$ cat config.mk
export PLATFORM = sky130hd
export DESIGN_NAME = cordic_stage_hs
export DESIGN_NICKNAME = d
export VERILOG_FILES = /design/src/rtl/cordic_stage_hs.sv
export SDC_FILE = /design/constraint.sdc
export NUM_CORES = 1
export LEC_CHECK = 0
export CELL_PAD_IN_SITES_DETAIL_PLACEMENT = 1
export CELL_PAD_IN_SITES_GLOBAL_PLACEMENT = 2
export CORE_ASPECT_RATIO = 0.6
export CORE_MARGIN = 2
export CORE_UTILIZATION = 38
export CTS_CLUSTER_SIZE = 25
export DETAILED_ROUTE_END_ITERATION = 10
export PLACE_DENSITY_LB_ADDON = 0.1
export SLEW_MARGIN = 10
export SYNTH_ARGS = -nofsm -noshare
export SYNTH_HDL_FRONTEND = slang
export SYNTH_SLANG_ARGS = --single-unit
$ cat constraint.sdc
create_clock -name clk -period 18 [get_ports clk]
set_input_delay 2.7 -clock clk [delete_from_list [all_inputs] [get_ports clk]]
set_output_delay 2.7 -clock clk [all_outputs]
set_load 0.005 [all_outputs]
$ cat src/rtl/cordic_stage_hs.sv
// cordic_stage_hs: one CORDIC micro-rotation stage with a valid/ready handshake
// and a 2-entry (main + skid) output buffer. Rotation and vectoring modes.
// Optional macro CORDIC_ROUND_EN: shifted terms use round-half-up instead of
// plain truncation.
module cordic_stage_hs #(
    parameter int              WIDTH = 32,
    parameter int              SHIFT = 6,
    parameter logic [WIDTH-1:0] ATAN = WIDTH'(32'h00FFFAAB)
) (
    input  logic                    clk,
    input  logic                    rst,
    input  logic                    in_valid,
    output logic                    in_ready,
    input  logic signed [WIDTH-1:0] x_in,
    input  logic signed [WIDTH-1:0] y_in,
    input  logic signed [WIDTH-1:0] z_in,
    input  logic                    mode_in,
    output logic                    out_valid,
    input  logic                    out_ready,
    output logic signed [WIDTH-1:0] x_out,
    output logic signed [WIDTH-1:0] y_out,
    output logic signed [WIDTH-1:0] z_out,
    output logic                    mode_out
);

`ifdef CORDIC_ROUND_EN
    localparam int HSH = (SHIFT > 0) ? SHIFT - 1 : 0;
    localparam logic signed [WIDTH:0] HALF = (WIDTH+1)'(1) << HSH;
`endif

    // Shifted term x>>>SHIFT / y>>>SHIFT; large shifts collapse to the sign fill.
    function automatic logic signed [WIDTH-1:0] shr_term(input logic signed [WIDTH-1:0] v);
`ifdef CORDIC_ROUND_EN
        logic signed [WIDTH:0] ext;
        if (SHIFT == 0) return v;
        ext = $signed({v[WIDTH-1], v}) + HALF;
        ext = ext >>> SHIFT;
        return ext[WIDTH-1:0];
`else
        return v >>> SHIFT;
`endif
    endfunction

    logic                    rdy_q;
    logic                    vld_p1, skid_vld;
    logic signed [WIDTH-1:0] x_p0, y_p0, z_p0;
    logic signed [WIDTH-1:0] x_p1, y_p1, z_p1, x_sk, y_sk, z_sk;
    logic                    mode_p1, mode_sk;
    logic                    d_pos, acc, main_free, take_new, take_skid, to_skid;
    logic signed [WIDTH-1:0] xs, ys;

    // Stage p0: direction decision and micro-rotation on the incoming sample.
    always_comb begin
        xs    = shr_term(x_in);
        ys    = shr_term(y_in);
        d_pos = mode_in ? y_in[WIDTH-1] : (!z_in[WIDTH-1] && (|z_in));
        if (d_pos) begin
            x_p0 = x_in - ys;
            y_p0 = y_in + xs;
            z_p0 = z_in - $signed(ATAN);
        end else begin
            x_p0 = x_in + ys;
            y_p0 = y_in - xs;
            z_p0 = z_in + $signed(ATAN);
        end
    end

    // Handshake decode: where the accepted sample (or the skid entry) goes this cycle.
    always_comb begin
        acc       = in_valid && rdy_q;
        main_free = !vld_p1 || out_ready;
        take_skid = main_free && skid_vld;
        take_new  = main_free && !skid_vld && acc;
        to_skid   = !main_free && acc;
    end

    // Control state: valids and the registered ready flag; only these see reset.
    always_ff @(posedge clk) begin
        if (rst) begin
            vld_p1   <= 1'b0;
            skid_vld <= 1'b0;
            rdy_q    <= 1'b0;
        end else begin
            if (main_free) vld_p1 <= skid_vld || acc;
            if (take_skid) skid_vld <= 1'b0;
            else if (to_skid) skid_vld <= 1'b1;
            rdy_q <= !(to_skid || (skid_vld && !take_skid));
        end
    end

    // Stage p1: main and skid data registers, loaded by the decoded enables.
    always_ff @(posedge clk) begin
        if (take_new) begin
            x_p1 <= x_p0; y_p1 <= y_p0; z_p1 <= z_p0; mode_p1 <= mode_in;
        end else if (take_skid) begin
            x_p1 <= x_sk; y_p1 <= y_sk; z_p1 <= z_sk; mode_p1 <= mode_sk;
        end
        if (to_skid) begin
            x_sk <= x_p0; y_sk <= y_p0; z_sk <= z_p0; mode_sk <= mode_in;
        end
    end

    // Outputs read zero whenever nothing valid is held, which covers reset.
    always_comb begin
        in_ready  = rdy_q;
        out_valid = vld_p1;
        x_out     = vld_p1 ? x_p1 : '0;
        y_out     = vld_p1 ? y_p1 : '0;
        z_out     = vld_p1 ? z_p1 : '0;
        mode_out  = vld_p1 ? mode_p1 : 1'b0;
    end

endmodule

==> results of run 1 <==
[power breakdown]
| group | leakage, nW | switching (mW) | total [mW] | internal (mW) |
|---|---|---|---|---|
| Combinational | 4.31 | 0.295 | 0.485 | 0.190 |
| Clock | 0.316 | 0.214 | 0.432 | 0.217 |
| Sequential | 1.81 | 0.00525 | 0.551 | 0.546 |
| Total | 6.43 | 0.514 | 1.47 | 0.953 |
[layer usage]
layer  global-route usage (%)  vias up
met5                        0        -
met4                    4.227        0
met3                    4.168       20
met2                    35.08      301
met1                    39.16     5909
li1                         -     5621
[final timing paths]
kind | end | cells past startpoint
max | x_p1[24]$_DFFE_PP_ | 18
min reg2reg | y_p1[18]$_DFFE_PP_ | 2
max reg2reg | x_p1[18]$_DFFE_PP_ | 5
min | y_p1[18]$_DFFE_PP_ | 2
[cell usage after synthesis, drive strengths merged (4+ instances only)]
master,count
nand2,225
edfxtp,194
and2,104
a21oi,101
ha,94
nor2,86
o21ai,73
xnor2,71
xor2,56
clkbuf,48
mux2,44
inv,34
o21a,24
a21o,22
nor3,22
nand3,18
nand4,18
nor2b,18
o31ai,17
or3,16
nor4,14
a211oi,13
nand2b,10
o211ai,10
o31a,9
o41ai,9
o21bai,8
a21boi,7
and3,7
or2,7
a31oi,6
or4,6
buf,5
o221ai,5
a41oi,4
mux2i,4
[placed cells by master (no fill, tap or decap), types with 11 or more instances in the layout]
| cell | netlist | final |
|---|---|---|
| ha_1 | 94 | 94 |
| clkbuf_16 | 0 | 17 |
| nor2b_1 | 18 | 18 |
| nand3_1 | 18 | 18 |
| inv_1 | 34 | 34 |
| xor2_1 | 56 | 56 |
| nand2_1 | 225 | 225 |
| nand4_1 | 17 | 17 |
| a21oi_1 | 101 | 100 |
| nor3_1 | 21 | 20 |
| nor4_1 | 11 | 11 |
| nor2_1 | 86 | 84 |
| xnor2_1 | 71 | 71 |
| a211oi_1 | 11 | 11 |
| clkdlybuf4s50_1 | 0 | 199 |
| mux2_2 | 44 | 44 |
| o31ai_1 | 17 | 17 |
| or3_1 | 16 | 15 |
| o21a_1 | 23 | 23 |
| a21o_1 | 22 | 22 |
| o21ai_0 | 61 | 61 |
| edfxtp_1 | 194 | 194 |
| and2_1 | 104 | 104 |
| o21ai_1 | 11 | 11 |
[cell type report]
class                   instances  area [µm²]  area share (%)
repair buffers                208        2059           12.01
inverters                      34       127.6          0.7441
clock inverters                15       221.5           1.291
clock buffers                  17       425.4           2.480
flip-flops and latches        197        5887           34.33
multi-input cells            1164        7834           45.68
well taps                     476       595.6           3.473
[stage by stage]
step	utilization, %	worst slack, ps	hold slack (ps)
3_5_place_dp	45.40	9784	506.1
2_1_floorplan	-	10500	490.6
5_1_grt	47.18	9881	539.2
6_report	47.18	10130	518.0
4_1_cts	47.18	10260	525.0
3_3_place_gp	45.40	9898	498.8
[cell families after synthesis]
family / count (synthesis) / share of synthesized area (%)
xor+xnor: 127 / 7.939
fa+ha+maj: 97 / 8.823
mux: 48 / 3.822
simple gates: 559 / 19.64
compound gates: 333 / 15.43
flops: 197 / 42.01
buf+inv: 87 / 2.340
[critical path: cells and delay by family]
family          cells  cell delay, ps
compound gates      7            2170
xor+xnor            1             140
fa+ha+maj           1             310
buf+inv             3            1170
simple gates        6            1570
[state kept, by name (all words and copies together), names as in the netlist]
register,flops
mode_sk,1
mode_p1,1
x_sk,32
z_p1,32
in_ready,1
z_sk,32
out_valid,1
y_p1,32
y_sk,32
skid_vld,1
x_p1,32
==> run metrics, run 1 <==
Post-Synthesis Cell Area 0.01401 mm²; Slew headroom 40.02%; # setup viols final 0; Worst Setup Path Type input pin to flip-flop; Worst Hold Class flip-flop to flip-flop; Data required, critical path 18220 ps; metal2 WL 19370 µm; Final Hold Viols 0; minimum clock period 7867 ps; Clock Tree Root clkbuf_16; gr usage total 24.70%; 1st-pass router iterations 5; Primary FF master, synth edfxtp_1; Initial Utilization 38.54%; slowest CP cell a211oi_2; ant diodes 0; metal3 WL 2432 µm; io pins 200; leading post-synthesis cells by cell area edfxtp_1, ha_1, nand2_1; H-tree level count 4; first-pass GRT wire length 72800 µm; post-route antenna net violation count 0; register area share after synthesis 42.01%; via count 11850; synthesized area per cell 9.676 µm²; port bufs 199; largest net degree at the start of global routing 66; hold wc startpoint y_sk[18]$_DFFE_PP_; total power 1.468 mW; Slew @ Worst Pin 899.6 ps; RR Startpoint out_valid$_SDFFE_PP0N_; fin area 0.01715 mm²; grt ovf 0; P per Cell Area 85.59 mW/mm²; Iteration-0 DRC Markers 778; total core area 0.03635 mm²; status finished, final reports clean; CTS tree done; count of cell types in the netlist 75; FF-to-FF setup slack 14640 ps; final setup TNS 0 ps; unrepaired setup endpoints after global routing false; Max Clock Freq 127.1 MHz; Yosys top cell by area edfxtp_1; Tcrit/Tclk final 43.71%; number of global-route vias before repair 11920; worst path cell trace clkdlybuf4s50_1, nor4_1, nand4_1, o21a_1, a21oi_4, inv_1, buf_4, nor2_1, xnor2_1, ha_1, nor2b_1, o31a_1, a21oi_1, a21oi_1, a211oi_2, o21ai_1, nor4b_1, or3_1; area share of the largest cell type after synthesis 41.58%; TritonCTS Buffers 17; leakage power 6.431 nW; Post-Syn Instances 1448; Mapped Nets 1646; clock latency on the worst-skew pair 470 ps; routed length per instance 22.35 µm; Crit path largest cell delay 710 ps; Worst Setup SP z_in[19]; Post-route DRC 0; #FFs+latches synth 197; EDFF count, synth 194; initial antenna violation count 3; Post-CTS Resized 0; DP HPWL 36260 µm; post-route insts no fill 2111; Die X 251.9 µm; CTS hold repair buffers 0; Fillers 4055; Worst setup EP type flip-flop; Die Area 0.03847 mm²; vias per cell 5.614; post-CTS setup buffers 0; share of layout cells above drive strength 1 6.911%; max cap viols 0; clock sink total 197; Worst-path clk slew 90 ps; clock skew 14.44 ps; M1 WL 25050 µm; ys async rst share 0%; CP arrival 8090 ps; Layout Nets 1820; highest metal used met4; critical-path maximum fanout 14; Worst VDD drop 0.06997 mV; Routed Wire Length 47170 µm; Final Slew Violations 0; synth warn 0; Layout Area Growth over Synthesis 22.41%; GP Congestion 0.9263; Top cell by count, worst path a21oi_1; row cnt 54; critical path launch point type input pin; CTS Buffer Depth 2; Chip Height 152.7 µm; dpl cell area 0.01650 mm²; DP Cell Count 2079
Power figures use the tool's default switching activity.
==> inputs of run 2 (changes only) <==
--- a/config.mk
+++ b/config.mk
@@ -9,7 +9,7 @@
 export CELL_PAD_IN_SITES_GLOBAL_PLACEMENT = 2
 export CORE_ASPECT_RATIO = 0.6
 export CORE_MARGIN = 2
-export CORE_UTILIZATION = 38
+export CORE_UTILIZATION = 35
 export CTS_CLUSTER_SIZE = 25
 export DETAILED_ROUTE_END_ITERATION = 10
 export PLACE_DENSITY_LB_ADDON = 0.1
==> constraint.sdc (replaced) <==
create_clock -name clk -period 7.65 [get_ports clk]
set_input_delay 1.1475 -clock clk [delete_from_list [all_inputs] [get_ports clk]]
set_output_delay 1.1475 -clock clk [all_outputs]
set_load 0.005 [all_outputs]
==> run 2 against run 1 <==
Net effect: global-route usage down 1.6 points; utilization down 3.5 points; design area unchanged; power up 130%; clock power up 120%; die area up 8.4%; worst hold slack better by 0.58 ps; clock skew about the same; worst setup slack worse by 9200 ps.
==> run metrics, run 2 (synthesis gave the netlist of run 1 again) <==
status finished, final reports clean (unchanged); Power Internal 2.171 mW (was 953.3 µW); Slew headroom 33.90% (was 40.02%); Tcrit/Tclk final 87.54%; largest net degree at the start of global routing 100 (was 66); Routed Wire Length 48340 µm (was 47170 µm); slowest CP cell a211oi_2 (unchanged); share of layout cells above drive strength 1 6.907% (was 6.911%); Final Hold Viols 0 (unchanged); footprint of the multi-input gates 0.007830 mm² (was 0.007834 mm²); WP buf/inv 2 (was 3); vias per cell 5.477 (was 5.614); row cnt 56 (was 54); routed length per instance 22.39 µm (was 22.35 µm); Worst VDD drop 0.1668 mV (was 0.06997 mV); Worst R2R Path Depth 5 (unchanged); H-tree level count 4 (unchanged); max cap viols 0 (unchanged); Worst Setup SP z_in[28] (was z_in[19]); Worst path depth 17 (was 18); worst path cell trace clkdlybuf4s50_1, nor4_1, nand4_1, o21a_1, a21oi_4, buf_4, o31ai_1, xor2_1, ha_1, o21a_1, o31a_1, a21oi_1, a21oi_1, a211oi_2, o21ai_1, nor4b_1, or3_1 (was clkdlybuf4s50_1, nor4_1, nand4_1, o21a_1, a21oi_4, inv_1, buf_4, nor2_1, xnor2_1, ha_1, nor2b_1, o31a_1, a21oi_1, a21oi_1, a211oi_2, o21ai_1, nor4b_1, or3_1); minimum clock period 6697 ps; P per Cell Area 196.9 mW/mm² (was 85.59 mW/mm²); RR Startpoint out_valid$_SDFFE_PP0N_ (unchanged); CTS hold repair buffers 0 (unchanged); Iteration-0 DRC Markers 802 (was 778); Switching Fraction 35.73% (was 35.05%); Die X 262.3 µm (was 251.9 µm); initial antenna violation count 0 (was 3); total core area 0.03924 mm² (was 0.03635 mm²); # setup viols final 0 (unchanged); dpl cell area 0.01656 mm² (was 0.01650 mm²); 1st-pass router iterations 5 (unchanged); FF-to-FF setup slack 4210 ps (was 14640 ps); critical path launch point type input pin (unchanged); Layout Area Growth over Synthesis 22.41% (unchanged); Worst setup EP type flip-flop (unchanged); Clk pwr share 27.7% (was 29.4%); Clock Tree Root clkbuf_16 (unchanged); Die Area 0.04170 mm² (was 0.03847 mm²); Initial Utilization 35.71% (was 38.54%); CTS Buffer Depth 2 (unchanged); port bufs 199 (unchanged); Post-route DRC 0 (unchanged); Flop pwr share 38.3% (was 37.6%); commonest non-fill, non-tap cells in the layout nand2_1, clkdlybuf4s50_1, edfxtp_1, and2_1, a21oi_1 (unchanged); leakage power 6.406 nW (was 6.431 nW); via count 11820 (was 11850); CP top delay family compound AO/OA/AOI/OAI gates (unchanged); unrepaired setup endpoints after global routing false (unchanged); Slew @ Worst Pin 986.9 ps (was 899.6 ps); DP Cell Count 2126 (was 2079); hold wc startpoint x_sk[7]$_DFFE_PP_ (was y_sk[18]$_DFFE_PP_); clock sink total 197 (unchanged); grt ovf 0 (unchanged); fin area 0.01715 mm² (unchanged); GP Congestion 0.9175 (was 0.9263); CTS tree done (unchanged); Worst Hold Class flip-flop to flip-flop (unchanged); DP HPWL 37270 µm (was 36260 µm); final core utilization 43.71% (was 47.18%); final setup TNS 0 ps (unchanged); Hold Path Depth 2 (unchanged); post-route antenna net violation count 0 (unchanged); Data required, critical path 7850 ps (was 18220 ps); Post-CTS Resized 0 (unchanged); Worst Setup Path Type input pin to flip-flop (unchanged); number of global-route vias before repair 11930 (was 11920); TritonCTS Buffers 17 (unchanged); Chip Height 159.0 µm (was 152.7 µm); Fillers 4399 (was 4055); commonest non-fill, non-tap cell in the layout nand2_1 (unchanged); gr usage total 23.13% (was 24.70%); Final Slew Violations 0 (unchanged); post-CTS setup buffers 0 (unchanged); first-pass GRT wire length 74120 µm (was 72800 µm); clock latency on the worst-skew pair 470 ps (about the same); clock skew 14.03 ps (was 14.44 ps); Max Clock Freq 149.3 MHz; post-route insts no fill 2159 (was 2111); switching pwr 1.207 mW (was 514.5 µW); Logic pwr share 33.9% (was 33.0%); total power 3.378 mW (was 1.468 mW); Worst-path clk slew 90 ps (about the same); Layout Nets 1821 (was 1820); Storage cell area 0.005887 mm² (unchanged); CP arrival 6900 ps (was 8090 ps); io pins 200 (unchanged); critical-path maximum fanout 58 (was 14); Crit path largest cell delay 770 ps (was 710 ps)
## run 2: final cells by class
cell class / count / share of cell area, %
Tap cell: 522 / 3.808
Sequential cell: 197 / 34.33
Clock buffer: 17 / 2.480
Inverter: 34 / 0.7441
Antenna cell: 1 / 0.01459
Multi-Input combinational cell: 1164 / 45.66
Timing Repair Buffer: 209 / 12.05
Clock inverter: 15 / 0.9192
## run 2: metrics by stage
step	hold WS [ps]	worst slack, ps
after floorplan	490.6	1702
after global placement	501.9	919.7
after detailed placement	506.1	774.2
after CTS	525.9	1269
after global routing	549.3	948.8
final	518.5	953.2
## run 2: worst register-to-register path, stage by stage, from the launching register on
cell and delay, ps:
dfxtp_2 330, buf_4 670, nand2b_1 310, nor2_4 390, buf_4 620, buf_4 730
## run 2: metal layers
| layer | wire length (µm) | vias to the layer above | GRT usage (%) |
|---|---|---|---|
| li1 | - | 5623 | - |
| met1 | 25780 | 5911 | 36.47 |
| met2 | 19530 | 260 | 32.20 |
| met3 | 2450 | 30 | 4.640 |
| met4 | 584 | 0 | 4.520 |
| met5 | 0 | - | 0 |
## run 2: worst paths after layout
| check | endpoint |
|---|---|
| setup reg to reg | x_sk[31]$_DFFE_PP_ |
| hold / removal | x_p1[7]$_DFFE_PP_ |
| hold reg to reg | x_p1[7]$_DFFE_PP_ |
| setup / recovery | x_p1[24]$_DFFE_PP_ |
## run 2: power groups by stage
stage,clock network (mW),registers (mW),logic [mW]
floorplan,0,1.32,0.726
finish,0.937,1.29,1.15
detailed placement,0,1.32,1.13
global placement,0,1.32,1.12
CTS,0.966,1.29,1.14
global route,1.00,1.30,1.26
==> inputs of run 3 (changes only) <==
--- a/config.mk
+++ b/config.mk
@@ -13,6 +13,7 @@
 export CTS_CLUSTER_SIZE = 25
 export DETAILED_ROUTE_END_ITERATION = 10
 export PLACE_DENSITY_LB_ADDON = 0.1
+export SETUP_SLACK_MARGIN = 0.05
 export SLEW_MARGIN = 10
 export SYNTH_ARGS = -nofsm -noshare
 export SYNTH_HDL_FRONTEND = slang
==> results of run 3 <==
Final layout, timing and power as in run 2 (identical DEF).
